===== config.mk =====
export PLATFORM = sky130hd
export DESIGN_NAME = serial_gpio_bank
export DESIGN_NICKNAME = d
export VERILOG_FILES = /design/src/rtl/serial_gpio_pkg.sv /design/src/rtl/gpio_in_sync.sv /design/src/rtl/serial_gpio_bank.sv
export SDC_FILE = /design/constraint.sdc
export NUM_CORES = 1
export LEC_CHECK = 0
export CORE_MARGIN = 2
export CORE_UTILIZATION = 39
export CTS_BUF_LIST = sky130_fd_sc_hd__clkbuf_2
export CTS_CLUSTER_DIAMETER = 30
export CTS_CLUSTER_SIZE = 10
export DETAILED_ROUTE_END_ITERATION = 7
export PLACE_DENSITY = 0.77
export SETUP_SLACK_MARGIN = 0.3
export SLEW_MARGIN = 20
export SYNTH_ARGS = -nofsm -noshare
export SYNTH_HDL_FRONTEND = slang
export SYNTH_SLANG_ARGS = --single-unit

===== constraint.sdc =====
create_clock -name clk -period 2.2 [get_ports clk]
set_input_delay 0.44 -clock clk [delete_from_list [all_inputs] [get_ports clk]]
set_output_delay 0.44 -clock clk [all_outputs]
set_load 0.03 [all_outputs]

===== src/rtl/serial_gpio_pkg.sv =====
// Shared types and constants for the serial GPIO expander.
package serial_gpio_pkg;

  typedef enum logic [1:0] {
    IDLE,
    WAIT_DATA,
    SEND
  } state_t;

  localparam int         CMD_W_BIT    = 7;
  localparam int         IDX_W        = 7;
  localparam logic [7:0] BAD_IDX_BYTE = 8'hFF;

endpackage


===== src/rtl/gpio_in_sync.sv =====
// Two-flop synchronizer bank for asynchronous GPIO input pins.
module gpio_in_sync #(
  parameter int WIDTH = 8
) (
  input  logic             clk,
  input  logic             rst_n,
  input  logic [WIDTH-1:0] d,
  output logic [WIDTH-1:0] q
);

  logic [WIDTH-1:0] meta_q, meta_d;
  logic [WIDTH-1:0] sync_q, sync_d;

  always_comb begin
    meta_d = d;
    sync_d = meta_q;
  end

  always_ff @(posedge clk or negedge rst_n) begin
    if (!rst_n) begin
      meta_q <= '0;
      sync_q <= '0;
    end else begin
      meta_q <= meta_d;
      sync_q <= sync_d;
    end
  end

  assign q = sync_q;

endmodule


===== src/rtl/serial_gpio_bank.sv =====
// Byte-command GPIO expander: addressed writes to output ports, synchronized
// input read-back through the transmitter, data-byte timeout and error pulse.
module serial_gpio_bank
  import serial_gpio_pkg::*;
#(
  parameter int NUM_PORTS   = 4,
  parameter int TIMEOUT_CYC = 1_000_000
) (
  input  logic                   clk,
  input  logic                   rst_n,
  input  logic                   rx_valid,
  input  logic [7:0]             rx_data,
  input  logic                   tx_busy,
  output logic                   tx_start,
  output logic [7:0]             tx_data,
  input  logic [NUM_PORTS*8-1:0] gp_in,
  output logic [NUM_PORTS*8-1:0] gp_out,
  output logic                   cmd_err
);

  localparam int W     = NUM_PORTS * 8;
  localparam int CNT_W = $clog2(TIMEOUT_CYC + 1);
  localparam logic [CNT_W-1:0] CNT_LAST = CNT_W'(TIMEOUT_CYC - 1);

  logic [W-1:0] gp_sync;

  gpio_in_sync #(.WIDTH(W)) u_in_sync (
    .clk   (clk),
    .rst_n (rst_n),
    .d     (gp_in),
    .q     (gp_sync)
  );

  state_t           state_q, state_d;
  logic [IDX_W-1:0] idx_q, idx_d;
  logic [CNT_W-1:0] cnt_q, cnt_d;
  logic [7:0]       tx_data_q, tx_data_d;
  logic             err_q, err_d;
  logic [W-1:0]     gp_out_q, gp_out_d;
  logic             wr_en;
  logic             timeout;
  logic             tx_start_c;

  logic [IDX_W-1:0] rx_idx;
  logic             rx_in_range;
  logic             idx_in_range;
  logic [W-1:0]     rd_masked;
  logic [7:0][NUM_PORTS-1:0] rd_col;
  logic [7:0]       rd_or;
  logic [7:0]       rd_byte;

  assign rx_idx       = rx_data[IDX_W-1:0];
  assign rx_in_range  = int'(rx_idx) < NUM_PORTS;
  assign idx_in_range = int'(idx_q) < NUM_PORTS;

  // One-hot masked read mux, OR-reduced per bit column across ports.
  genvar gi, gj;
  generate
    for (gi = 0; gi < NUM_PORTS; gi++) begin : g_port
      assign rd_masked[gi*8 +: 8] = (rx_idx == IDX_W'(gi)) ? gp_sync[gi*8 +: 8] : 8'h00;
      assign gp_out_d[gi*8 +: 8]  = (wr_en && (idx_q == IDX_W'(gi))) ? rx_data
                                                                      : gp_out_q[gi*8 +: 8];
    end
    for (gi = 0; gi < 8; gi++) begin : g_bit
      for (gj = 0; gj < NUM_PORTS; gj++) begin : g_col
        assign rd_col[gi][gj] = rd_masked[gj*8 + gi];
      end
      assign rd_or[gi] = |rd_col[gi];
    end
  endgenerate

  assign rd_byte = rx_in_range ? rd_or : BAD_IDX_BYTE;

  always_comb begin
    state_d    = state_q;
    idx_d      = idx_q;
    cnt_d      = '0;
    tx_data_d  = tx_data_q;
    err_d      = 1'b0;
    wr_en      = 1'b0;
    timeout    = 1'b0;
    tx_start_c = 1'b0;
    unique case (state_q)
      IDLE: begin
        if (rx_valid) begin
          if (rx_data[CMD_W_BIT]) begin
            idx_d   = rx_idx;
            state_d = WAIT_DATA;
          end else begin
            tx_data_d = rd_byte;
            err_d     = !rx_in_range;
            state_d   = SEND;
          end
        end
      end
      WAIT_DATA: begin
        cnt_d = (cnt_q == CNT_LAST) ? cnt_q : cnt_q + CNT_W'(1);
        if (rx_valid) begin
          wr_en   = idx_in_range;
          err_d   = !idx_in_range;
          state_d = IDLE;
        end else if (cnt_q == CNT_LAST) begin
          timeout = 1'b1;
          state_d = IDLE;
        end
      end
      SEND: begin
        // Byte arriving while a read is still queued is dropped.
        err_d = rx_valid;
        if (!tx_busy) begin
          tx_start_c = 1'b1;
          state_d    = IDLE;
        end
      end
      default: state_d = IDLE;
    endcase
  end

  always_ff @(posedge clk or negedge rst_n) begin
    if (!rst_n) begin
      state_q   <= IDLE;
      idx_q     <= '0;
      cnt_q     <= '0;
      tx_data_q <= 8'h00;
      err_q     <= 1'b0;
      gp_out_q  <= '0;
    end else begin
      state_q   <= state_d;
      idx_q     <= idx_d;
      cnt_q     <= cnt_d;
      tx_data_q <= tx_data_d;
      err_q     <= err_d;
      gp_out_q  <= gp_out_d;
    end
  end

  assign tx_start = tx_start_c;
  assign tx_data  = tx_data_q;
  assign gp_out   = gp_out_q;
  assign cmd_err  = err_q | timeout;

endmodule


==> results of run 1 <==
## state kept, by name (all words and copies together), names as in the netlist
signal	cells
cnt_q	20
gp_out	32
err_q	1
tx_data	8
idx_q	7
state_q	2
u_in_sync.meta_q	32
u_in_sync.q	32
## worst paths after layout
kind / endpoint / slack (ps) / depth (start not counted)
min in group asynchronous: cnt_q[2]$_DFFE_PN0P_ / 290 / 2
worst min-delay path: u_in_sync.meta_q[0]$_DFF_PN0_ / 230 / 1
worst min register to register: u_in_sync.q[24]$_DFF_PN0_ / 350 / 0
worst max register to register: gp_out[22]$_DFFE_PN0P_ / -160 / 6
worst max-delay path: cmd_err / -280 / 6
max in group asynchronous: u_in_sync.meta_q[27]$_DFF_PN0_ / 1240 / 3
## power by group
part           switching [mW]  internal (mW)  total, mW
Combinational           0.472          0.484      0.956
Sequential              0.132           2.67       2.81
Clock                   0.855          0.856       1.71
## critical path, delay by kind of cell, from the launching register on
family / cells / cell delay, ps
AOI/OAI and AO/OA: 1 / 180
adders and majority gates: 1 / 240
buffers and inverters: 1 / 140
DFF: 1 / 430
and+or+nand+nor: 3 / 430
## Yosys cell counts (2+ instances only)
library cell,instances
nor4b_1,2
a21o_1,2
clkbuf_1,9
dfrtp_1,134
nand2b_1,2
nand4_1,9
nand2_1,9
and3_1,5
or2_2,2
a41o_1,2
or4_1,2
o21ai_0,8
nor3_1,7
nor4_1,2
inv_1,4
mux4_2,8
a31oi_1,6
xnor2_1,6
or3_1,3
mux2_2,38
nor3b_1,2
nor2_1,32
nand3_1,5
nor3b_4,2
a21oi_1,13
mux2i_1,2
## cell families after synthesis
kind of cell	count (synthesis)
buffers and inverters	14
AND/OR/NAND/NOR	91
AO/OA/AOI/OAI	34
adder cells (fa/ha/maj)	1
flip-flops	134
XOR/XNOR	7
multiplexers	49
## per-layer routing
metal / vias up / share of wire (%) / GRT usage [%]
li1: 1452 / - / -
met5: - / 0 / 0
met2: 67 / 50 / 24.6
met3: 11 / 3.7 / 3.64
met4: 0 / 1.3 / 6.43
met1: 1541 / 45 / 20.7
## cell type report
| class | instances | share of cell area (%) |
|---|---|---|
| flip-flops and latches | 134 | 49.5 |
| clock inverters | 14 | 3.06 |
| well taps | 168 | 3.10 |
| repair buffers | 132 | 19.0 |
| clock buffers | 18 | 1.33 |
| inverters | 4 | 0.221 |
| multi-input cells | 182 | 23.8 |
## through the flow
stage | setup slack, ps | TNS [ps]
global route | -462 | -5560
detailed placement | -322 | -9280
finish | -276 | -3170
floorplan | -126 | -3410
global placement | -282 | -8140
CTS | -360 | -2390
## repair_timing
item,CTS,global route
hold buffers,1,0
buffers inserted,10,11
pin swaps,7,5
endpoints found under the hold margin,50,0
resized for setup,171,26
endpoints found under the setup margin,74,50
gates cloned,0,0
==> flow_summary_export.csv, run 1 <==
group,metric,value,unit
floorplanning,core,12100,um^2
timing,skew,26.5,ps
place,postPlaceCellArea,6110,um^2
cells_and_area,layout.cells.most_common,"dfrtp_1",
timing,max_slew_margin,58.5,%
logic_synthesis,synth-async-reset-ratio,100,%
cts,path_clk_slew,190,ps
pwr,ir_drop,0.000441,V
timing,finalCritPeriodShare,113,%
routing,ant_nets,0,
global_route,grt_usage,15.5,%
floorplanning,io_pins,86,
pwr,cellLeakagePower,2.97,nW
place,io_buffers,85,
timing,rsz0062_at_grt,"true",
logic_synthesis,synth_cell_types,40,
routing,vias_per_cell,4.71,
floorplanning,row_count,40,
worst_setup_path,required,1760,ps
logic_synthesis,yosys.area_share.simple,10.6,%
pwr,pwr_density_cell,807,nW/um^2
cts,clock_latency,630,ps
logic_synthesis,synth_top_area_share,69.4,%
worst_setup_path,worstPathArrival,2040,ps
routing,drc,0,
cells_and_area,syn_to_final_growth,40.3,%
logic_synthesis,yosys_register_bits,134,
worst_setup_path,cp_slowest_cell,"dfrtp_1",
cts,cts_tree,"done",
floorplanning,dieArea,13300,um^2
floorplanning,die_h,115,um
cells_and_area,final_cells,652,
cts,cts_buffers,17,
cells_and_area,multiInputGateArea,1610,um^2
timing,period_needed,2480,ps
cells_and_area,final_cell_mix,"dfrtp_1, clkdlybuf4s50_1, mux2_4, buf_4, nor2_1",
min_path,worstHoldStart,"gp_in[0]",
logic_synthesis,synth_nets,375,
logic_synthesis,yosysWarnings,0,
cells_and_area,regArea,3360,um^2
routing,routed_wl,9.67,mm
logic_synthesis,synth_fa_ha_area_share,0.259,%
logic_synthesis,synth_top_family_by_area,"multiplexers",
cells_and_area,drive_above_1_share,38.2,%
timing,timing.final.hold_violations,0,
timing,maxClockFrequency,404,MHz
logic_synthesis,synth_compound_area_share,4.22,%
min_path,min_path_type,"in2reg",
logic_synthesis,synth_edf_count,0,
logic_synthesis,ys_seq_area_share,69.4,%
worst_setup_path,crit_start,"cnt_q[0]$_DFFE_PN0P_",
worst_setup_path,criticalPathCategory,"reg2out",
logic_synthesis,ys_top_cells_by_area,"dfrtp_1, mux2_2, mux4_2, nor2_1, a21oi_1",
timing,setup_viol,33,
cells_and_area,n_antenna_cell,0,
place,globalplace.congestion,0.778,
floorplanning,die_w,115,um
timing,worst_slack,-276,ps
logic_synthesis,yosys.area.top_type,"dfrtp_1",
cells_and_area,final_cell_area,6780,um^2
floorplanning,start_util,40.1,%
status,violations,"setup timing",
cells_and_area,nets,516,
place,dp_hpwl,6.50,mm
cts,cts.sinks,134,
logic_synthesis,synth_mux_area_share,13.2,%
logic_synthesis,ys.flop_type,"dfrtp_1",
routing,drt_iter0_markers,145,
status,status,"complete, but fails checks",
pwr,total_power,5.47,mW
cells_and_area,final_util,56.2,%
place,place_inst,598,
cts,cts-root-buf,"clkbuf_2",
flow_run,cap_violations,0,
worst_setup_path,timing.rr.start,"idx_q[6]$_DFFE_PN0P_",
timing,drv_slew,0,
routing,wire_per_inst,14.8,um
worst_setup_path,critPathMaxFanout,6,
cts,clock_path_buffers,2,
global_route,grt_max_degree,57,
cts,htreeDepth,4,
timing,hold_ws,226,ps
global_route,grt_pass1_vias,3168,
worst_setup_path,crit_path_start_kind,"flop",
logic_synthesis,synth_area_per_cell,14.7,um^2
global_route,overflow,0,
routing,vias,3071,
global_route,grt_pass1_wl,15.7,mm
timing,max_slew.worst_pin.slew,621,ps
routing,drt-pass1-iter-count,4,
logic_synthesis,synthXorXnorAreaFrac,1.27,%
global_route,antenna_found_initial,0,
worst_setup_path,crit_path_end_kind,"primary output",
logic_synthesis,syn_area,4830,um^2
worst_setup_path,path_cells,"ha_1 > and3_2 > nand3_4 > nor2_4 > a21o_1 > buf_12",
logic_synthesis,synthCells,330,
worst_setup_path,max_stage_delay,430,ps
cells_and_area,fillers,954,
(Power assumes the default switching activity.)
==> inputs of run 2 (changes only) <==
Settings changed: PLACE_DENSITY 0.77 to 0.74, SLEW_MARGIN 20 to default, SYNTH_HIERARCHICAL from default to 1.
Clock period 2.2 ns to 3.1 ns, I/O delays scaled along.
==> run 2 against run 1 <==
The run now ends clean. Critical path depth is 1 lower. Count of clock-buffer cells in the layout rose by 3. Sequential share of layout area up 4.2 points. Highest routed layer unchanged. Total power decreased by 32%. Combinational power decreased by 37%. Critical path type unchanged. Clock skew is 4.1 ps lower.
==> flow_summary_export.csv, run 2 <==
group,metric,value,unit
status,status,"completed",
min_path,min_path_type,"reg2reg",
logic_synthesis,syn_area,4810,um^2
routing,wire_per_inst,15.4,um
logic_synthesis,yosys.area.top_type,"dfrtp_1",
logic_synthesis,yosys_register_bits,134,
place,globalplace.congestion,0.733,
cells_and_area,nets,482,
logic_synthesis,synth_top_area_share,69.7,%
timing,max_slew_margin,52.8,%
logic_synthesis,yosysWarnings,6,
place,place_inst,557,
worst_setup_path,crit_path_end_kind,"primary output",
logic_synthesis,synthCells,325,
worst_setup_path,crit_path_start_kind,"flop",
pwr,sw_frac_of_total,26.3,%
timing,setup_viol,0,
pwr,cellLeakagePower,2.65,nW
routing,drc,0,
logic_synthesis,synth_area_per_cell,14.8,um^2
pwr,sequentialPowerShare,53.9,%
pwr,netSwitchingPower,973,uW
timing,period_needed,2710,ps
cells_and_area,final_cells,597,
routing,vias,3008,
global_route,grt_usage,14.9,%
logic_synthesis,synth_cell_types,40,
timing,rsz0062_at_grt,"true",
routing,vias_per_cell,5.04,
place,dp_hpwl,6.45,mm
worst_setup_path,critPathMaxFanout,5,
logic_synthesis,ys.flop_type,"dfrtp_1",
pwr,clockPowerShare,29.8,%
routing,drt-pass1-iter-count,5,
flow_run,cap_violations,0,
timing,drv_slew,0,
timing,hold_ws,356,ps
cells_and_area,fillers,997,
cts,cts-root-buf,"clkbuf_2",
timing,max_slew.worst_pin.slew,709,ps
floorplanning,io_pins,86,
routing,ant_nets,0,
timing,skew,22.4,ps
timing,timing.final.hold_violations,0,
logic_synthesis,post-synth-top-count-cell,"dfrtp_1",
floorplanning,die_h,115,um
cts,clock_latency,630,ps
logic_synthesis,ys_top_cells_by_count,"dfrtp_1, mux2_2, nor2_1",
floorplanning,dieArea,13200,um^2
cts,cts.sinks,134,
floorplanning,core,12000,um^2
worst_setup_path,required,2480,ps
cts,htreeDepth,4,
logic_synthesis,ys_top_cells_by_area,"dfrtp_1, mux2_2, mux4_2, nor2_1, a21oi_1",
pwr,ir_drop,0.000340,V
cts,cts_tree,"done",
pwr,intPower,2.73,mW
pwr,total_power,3.70,mW
cts,path_clk_slew,170,ps
timing,maxClockFrequency,369,MHz
cells_and_area,syn_to_final_growth,30.0,%
pwr,pwr-share-comb,16.3,%
worst_setup_path,criticalPathCategory,"reg2out",
cts,clock_path_buffers,2,
cts,cts_buffers,17,
global_route,grt_pass1_vias,3135,
cells_and_area,n_antenna_cell,0,
logic_synthesis,synth-async-reset-ratio,100,%
timing,tns,0,ps
global_route,grt_pass1_wl,14.9,mm
worst_setup_path,worstPathArrival,2090,ps
logic_synthesis,ys_seq_area_share,69.7,%
floorplanning,row_count,40,
global_route,grt_max_degree,67,
floorplanning,start_util,40.0,%
pwr,pwr_density_cell,591,nW/um^2
floorplanning,die_w,115,um
routing,routed_wl,9.22,mm
logic_synthesis,synth_edf_count,0,
routing,drt_iter0_markers,95,
global_route,antenna_found_initial,0,
cells_and_area,layout.cells.most_common,"dfrtp_1",
cells_and_area,final_cell_mix,"dfrtp_1, clkdlybuf4s50_1, mux2_2",
timing,finalCritPeriodShare,87.5,%
cells_and_area,drive_above_1_share,24.2,%
cells_and_area,final_util,52.1,%
logic_synthesis,synth_nets,370,
place,io_buffers,85,
global_route,overflow,0,
## run 2: changes by cell type in the layout (fill, tap and decap cells not counted), sizes merged, moves of 3 or more
| cell | previous run | this run |
|---|---|---|
| clkdlybuf4s50 | 42 | 82 |
| buf | 59 | 17 |
| nand4 | 9 | 6 |
| nor2 | 33 | 30 |
| clkdlybuf4s15 | 29 | 0 |
## run 2: layout make-up
type                    count  area, um^2  area share, %
clock inverters            11         156           2.50
flip-flops and latches    134        3360           53.7
clock buffers              21         105           1.68
repair buffers            101         983           15.7
well taps                 147         184           2.94
inverters                   5        18.8          0.300
multi-input cells         178        1450           23.2
## run 2: kinds of logic (layout without fill, tap and decap cells)
kind of cell / count (synthesis) / in the layout / synth area share, %
fa+ha+maj: 1 / 1 / 0.260
flops: 134 / 134 / 69.7
buf+inv: 13 / 138 / 1.04
mux: 48 / 48 / 13.1
simple gates: 86 / 86 / 10.3
xor+xnor: 7 / 7 / 1.27
compound gates: 36 / 36 / 4.37
## run 2: final timing paths
path / from / end / slack (ps) / cells past startpoint
setup / recovery: cnt_q[13]$_DFFE_PN0P_ / cmd_err / 390 / 5
hold / removal: u_in_sync/meta_q[12]$_DFF_PN0_ / u_in_sync/q[12]$_DFF_PN0_ / 360 / 0
setup reg to reg: idx_q[5]$_DFFE_PN0P_ / gp_out[18]$_DFFE_PN0P_ / 450 / 4
hold reg to reg: u_in_sync/meta_q[12]$_DFF_PN0_ / u_in_sync/q[12]$_DFF_PN0_ / 360 / 0
max in group asynchronous: rst_n / u_in_sync/q[27]$_DFF_PN0_ / 1750 / 3
min in group asynchronous: rst_n / gp_out[28]$_DFFE_PN0P_ / 560 / 2
## run 2: what timing repair did
item	in CTS	in global routing
pin swaps	2	3
hold buffers	1	0
buffers inserted	3	4
resized for setup	10	9
setup endpoints to repair	2	1
endpoints found under the hold margin	48	0
## run 2: worst max-delay path, cell delays in order, from the launching register on
cell and delay (ps):
dfrtp_2 480, nor4b_2 290, nand4_1 210, nor2_4 150, a21o_1 190, buf_6 150
## run 2: power groups by stage
stage	sequential [mW]	clock, mW	combinational [mW]
after floorplan	2.14	0	0.178
after global placement	2.02	0	0.589
after detailed placement	2.03	0	0.600
after CTS	2.00	1.13	0.608
after global routing	2.02	1.21	0.644
final	1.99	1.10	0.603
## run 2: per-stage QoR
step                      instance area (um^2)  worst slack (ps)
after floorplan                           4810               751
after global placement                    5890               256
after detailed placement                  5890               184
after CTS                                 6190               260
after global routing                      6250               217
final                                     6250               386
## run 2: layer usage
metal  track usage, %  vias up  part of all wire [%]
met5                0        -                     0
met1             18.6     1512                    42
met2             23.8       98                    51
met3             5.90        8                   6.9
li1                 -     1390                     -
met4             4.98        0                  0.77
==> inputs of run 3 (changes only) <==
--- a/config.mk
+++ b/config.mk
@@ -11,3 +11,2 @@
 export CTS_CLUSTER_DIAMETER = 30
-export CTS_CLUSTER_SIZE = 10
 export DETAILED_ROUTE_END_ITERATION = 7
==> constraint.sdc (replaced) <==
create_clock -name clk -period 3.1 [get_ports clk]
set_input_delay 0.465 -clock clk [delete_from_list [all_inputs] [get_ports clk]]
set_output_delay 0.465 -clock clk [all_outputs]
set_load 0.03 [all_outputs]
==> run 3 against run 2 <==
Worst hold slack got worse by 130 ps. Critical path depth up 1. Die area stayed put. Critical endpoint unchanged. Largest power group unchanged.
==> flow_summary_export.csv, run 3 (synthesized netlist as in run 2, its figures left out) <==
group,metric,value,unit
floorplanning,core,12000,um^2
timing,skew,23.2,ps
worst_setup_path,rr_endpoint,"gp_out[15]$_DFFE_PN0P_",
min_path,min_path_type,"in2reg",
cells_and_area,final_cell_mix,"dfrtp_1, clkdlybuf4s50_1, mux2_2",
timing,maxClockFrequency,386,MHz
routing,ant_nets,0,
floorplanning,start_util,40.0,%
routing,drc,0,
pwr,sequentialPowerShare,52.6,%
worst_setup_path,critPathMaxFanout,6,
floorplanning,die_h,115,um
pwr,netSwitchingPower,992,uW
timing,drv_slew,0,
min_path,min_to,"u_in_sync/meta_q[1]$_DFF_PN0_",
place,io_buffers,85,
cells_and_area,nets,477,
routing,met3_length,499,um
cells_and_area,final_cells,592,
pwr,cellLeakagePower,2.66,nW
global_route,grt_usage,15.1,%
timing,rsz0062_at_grt,"true",
flow_run,cap_violations,0,
timing,timing.final.hold_violations,0,
timing,period_needed,2590,ps
cells_and_area,n_antenna_cell,0,
place,place_inst,555,
min_path,min_path_cells,1,
timing,finalCritPeriodShare,83.6,%
pwr,intPower,2.80,mW
timing,max_slew_margin,58.4,%
worst_setup_path,worstPathArrival,2130,ps
pwr,sw_frac_of_total,26.2,%
routing,wire_per_inst,14.9,um
cells_and_area,drive_above_1_share,23.1,%
routing,vias_per_cell,4.90,
worst_setup_path,crit_path_start_kind,"flop",
pwr,pwr-share-comb,15.8,%
cts,path_clk_slew,190,ps
floorplanning,io_pins,86,
timing,max_slew.worst_pin.slew,618,ps
pwr,total_power,3.79,mW
cts,cts_buffers,17,
routing,drt-pass1-iter-count,4,
worst_setup_path,criticalPathCategory,"reg2out",
worst_setup_path,rrSetupSlack,510,ps
cells_and_area,layout.cells.most_common,"dfrtp_1",
worst_setup_path,crit_path_end_kind,"primary output",
routing,wirelength_met1,3.79,mm
worst_setup_path,timing.rr.start,"idx_q[5]$_DFFE_PN0P_",
timing,tns,0,ps
cts,cts_tree,"done",
worst_setup_path,required,2630,ps
routing,top_layer_used,"met4",
global_route,antenna_found_initial,0,
floorplanning,dieArea,13200,um^2
place,dp_hpwl,6.25,mm
cts,cts-root-buf,"clkbuf_2",
global_route,overflow,0,
global_route,grt_pass1_wl,15.1,mm
floorplanning,die_w,115,um
cts,htreeDepth,4,
routing,drt_iter0_markers,113,
cts,clock_latency,660,ps
routing,routed_wl,8.85,mm
min_path,worstHoldStart,"gp_in[1]",
cells_and_area,syn_to_final_growth,29.6,%
cts,clock_path_buffers,2,
global_route,grt_max_degree,55,
cts,cts.sinks,134,
pwr,pwr_density_cell,608,nW/um^2
status,status,"completed",
pwr,ir_drop,0.000333,V
floorplanning,row_count,40,
worst_setup_path,reg2reg_depth,4,
place,globalplace.congestion,0.764,
global_route,grt_pass1_vias,3097,
routing,vias,2898,
timing,setup_viol,0,
pwr,clockPowerShare,31.7,%
routing,wl_met2,4.41,mm
-- run 3: cell types whose count changed in the layout (fill, tap and decap cells not counted), sizes merged --
cell / previous run / this run
bufinv: 4 / 5
dlymetal6s2s: 0 / 1
clkbuf: 21 / 18
dlygate4sd2: 1 / 0
buf: 17 / 12
clkinv: 6 / 8
-- run 3: per-stage QoR --
step           utilization (%)  worst slack [ps]  hold WS, ps  area [um^2]
6_report                  51.9               508          226         6230
5_1_grt                   51.9               280          108         6230
4_1_cts                   51.8               370          104         6230
3_5_place_dp              48.9               313          336         5870
3_3_place_gp              48.9               382          333         5870
2_1_floorplan                -               751          169         4810
-- run 3: timing repair --
| item | 4_1_cts | 5_1_grt |
|---|---|---|
| hold buffers | 1 | 0 |
| endpoints found under the setup margin | 1 | 2 |
| hold endpoints to repair | 36 | 0 |
| resized for setup | 9 | 2 |
| pin swaps | 2 | 0 |
| setup buffers | 4 | 0 |
-- run 3: worst max-delay path, cell delays in order (launching register included) --
cell and delay (ps):
dfrtp_1 390, ha_1 210, and3_1 230, nand3_2 140
nor2_2 140, a21o_1 150, buf_2 210
-- run 3: how the worst max path moves through the flow --
stage	start	endpoint	slack [ps]	cells after the start
2_1_floorplan	idx_q[5]$_DFFE_PN0P_	gp_out[18]$_DFFE_PN0P_	750	5
3_3_place_gp	rx_valid	gp_out[24]$_DFFE_PN0P_	380	5
3_5_place_dp	rx_valid	gp_out[25]$_DFFE_PN0P_	310	5
4_1_cts	state_q[0]$_DFFE_PN0P_	tx_start	370	2
5_1_grt	cnt_q[11]$_DFFE_PN0P_	cmd_err	280	5
6_report	cnt_q[1]$_DFFE_PN0P_	cmd_err	510	6
-- run 3: power by group through the flow --
stage	logic [mW]	registers, mW	clock network (mW)
global route	0.642	2.01	1.33
detailed placement	0.599	2.03	0
CTS	0.608	2.00	1.25
global placement	0.588	2.03	0
floorplan	0.178	2.14	0
finish	0.597	1.99	1.20
-- run 3: routing by layer --
metal	GRT usage, %	up-vias
met4	5.86	0
met5	0	-
met1	19.6	1426
met3	5.64	14
met2	23.3	75
li1	-	1383
-- run 3: final cells by class --
class                   instances  area [um^2]
clock buffers                  18         90.1
inverters                       5         18.8
clock inverters                14          208
well taps                     147          184
fillers                      1025         5780
multi-input cells             178         1430
repair buffers                 96          943
flip-flops and latches        134         3350
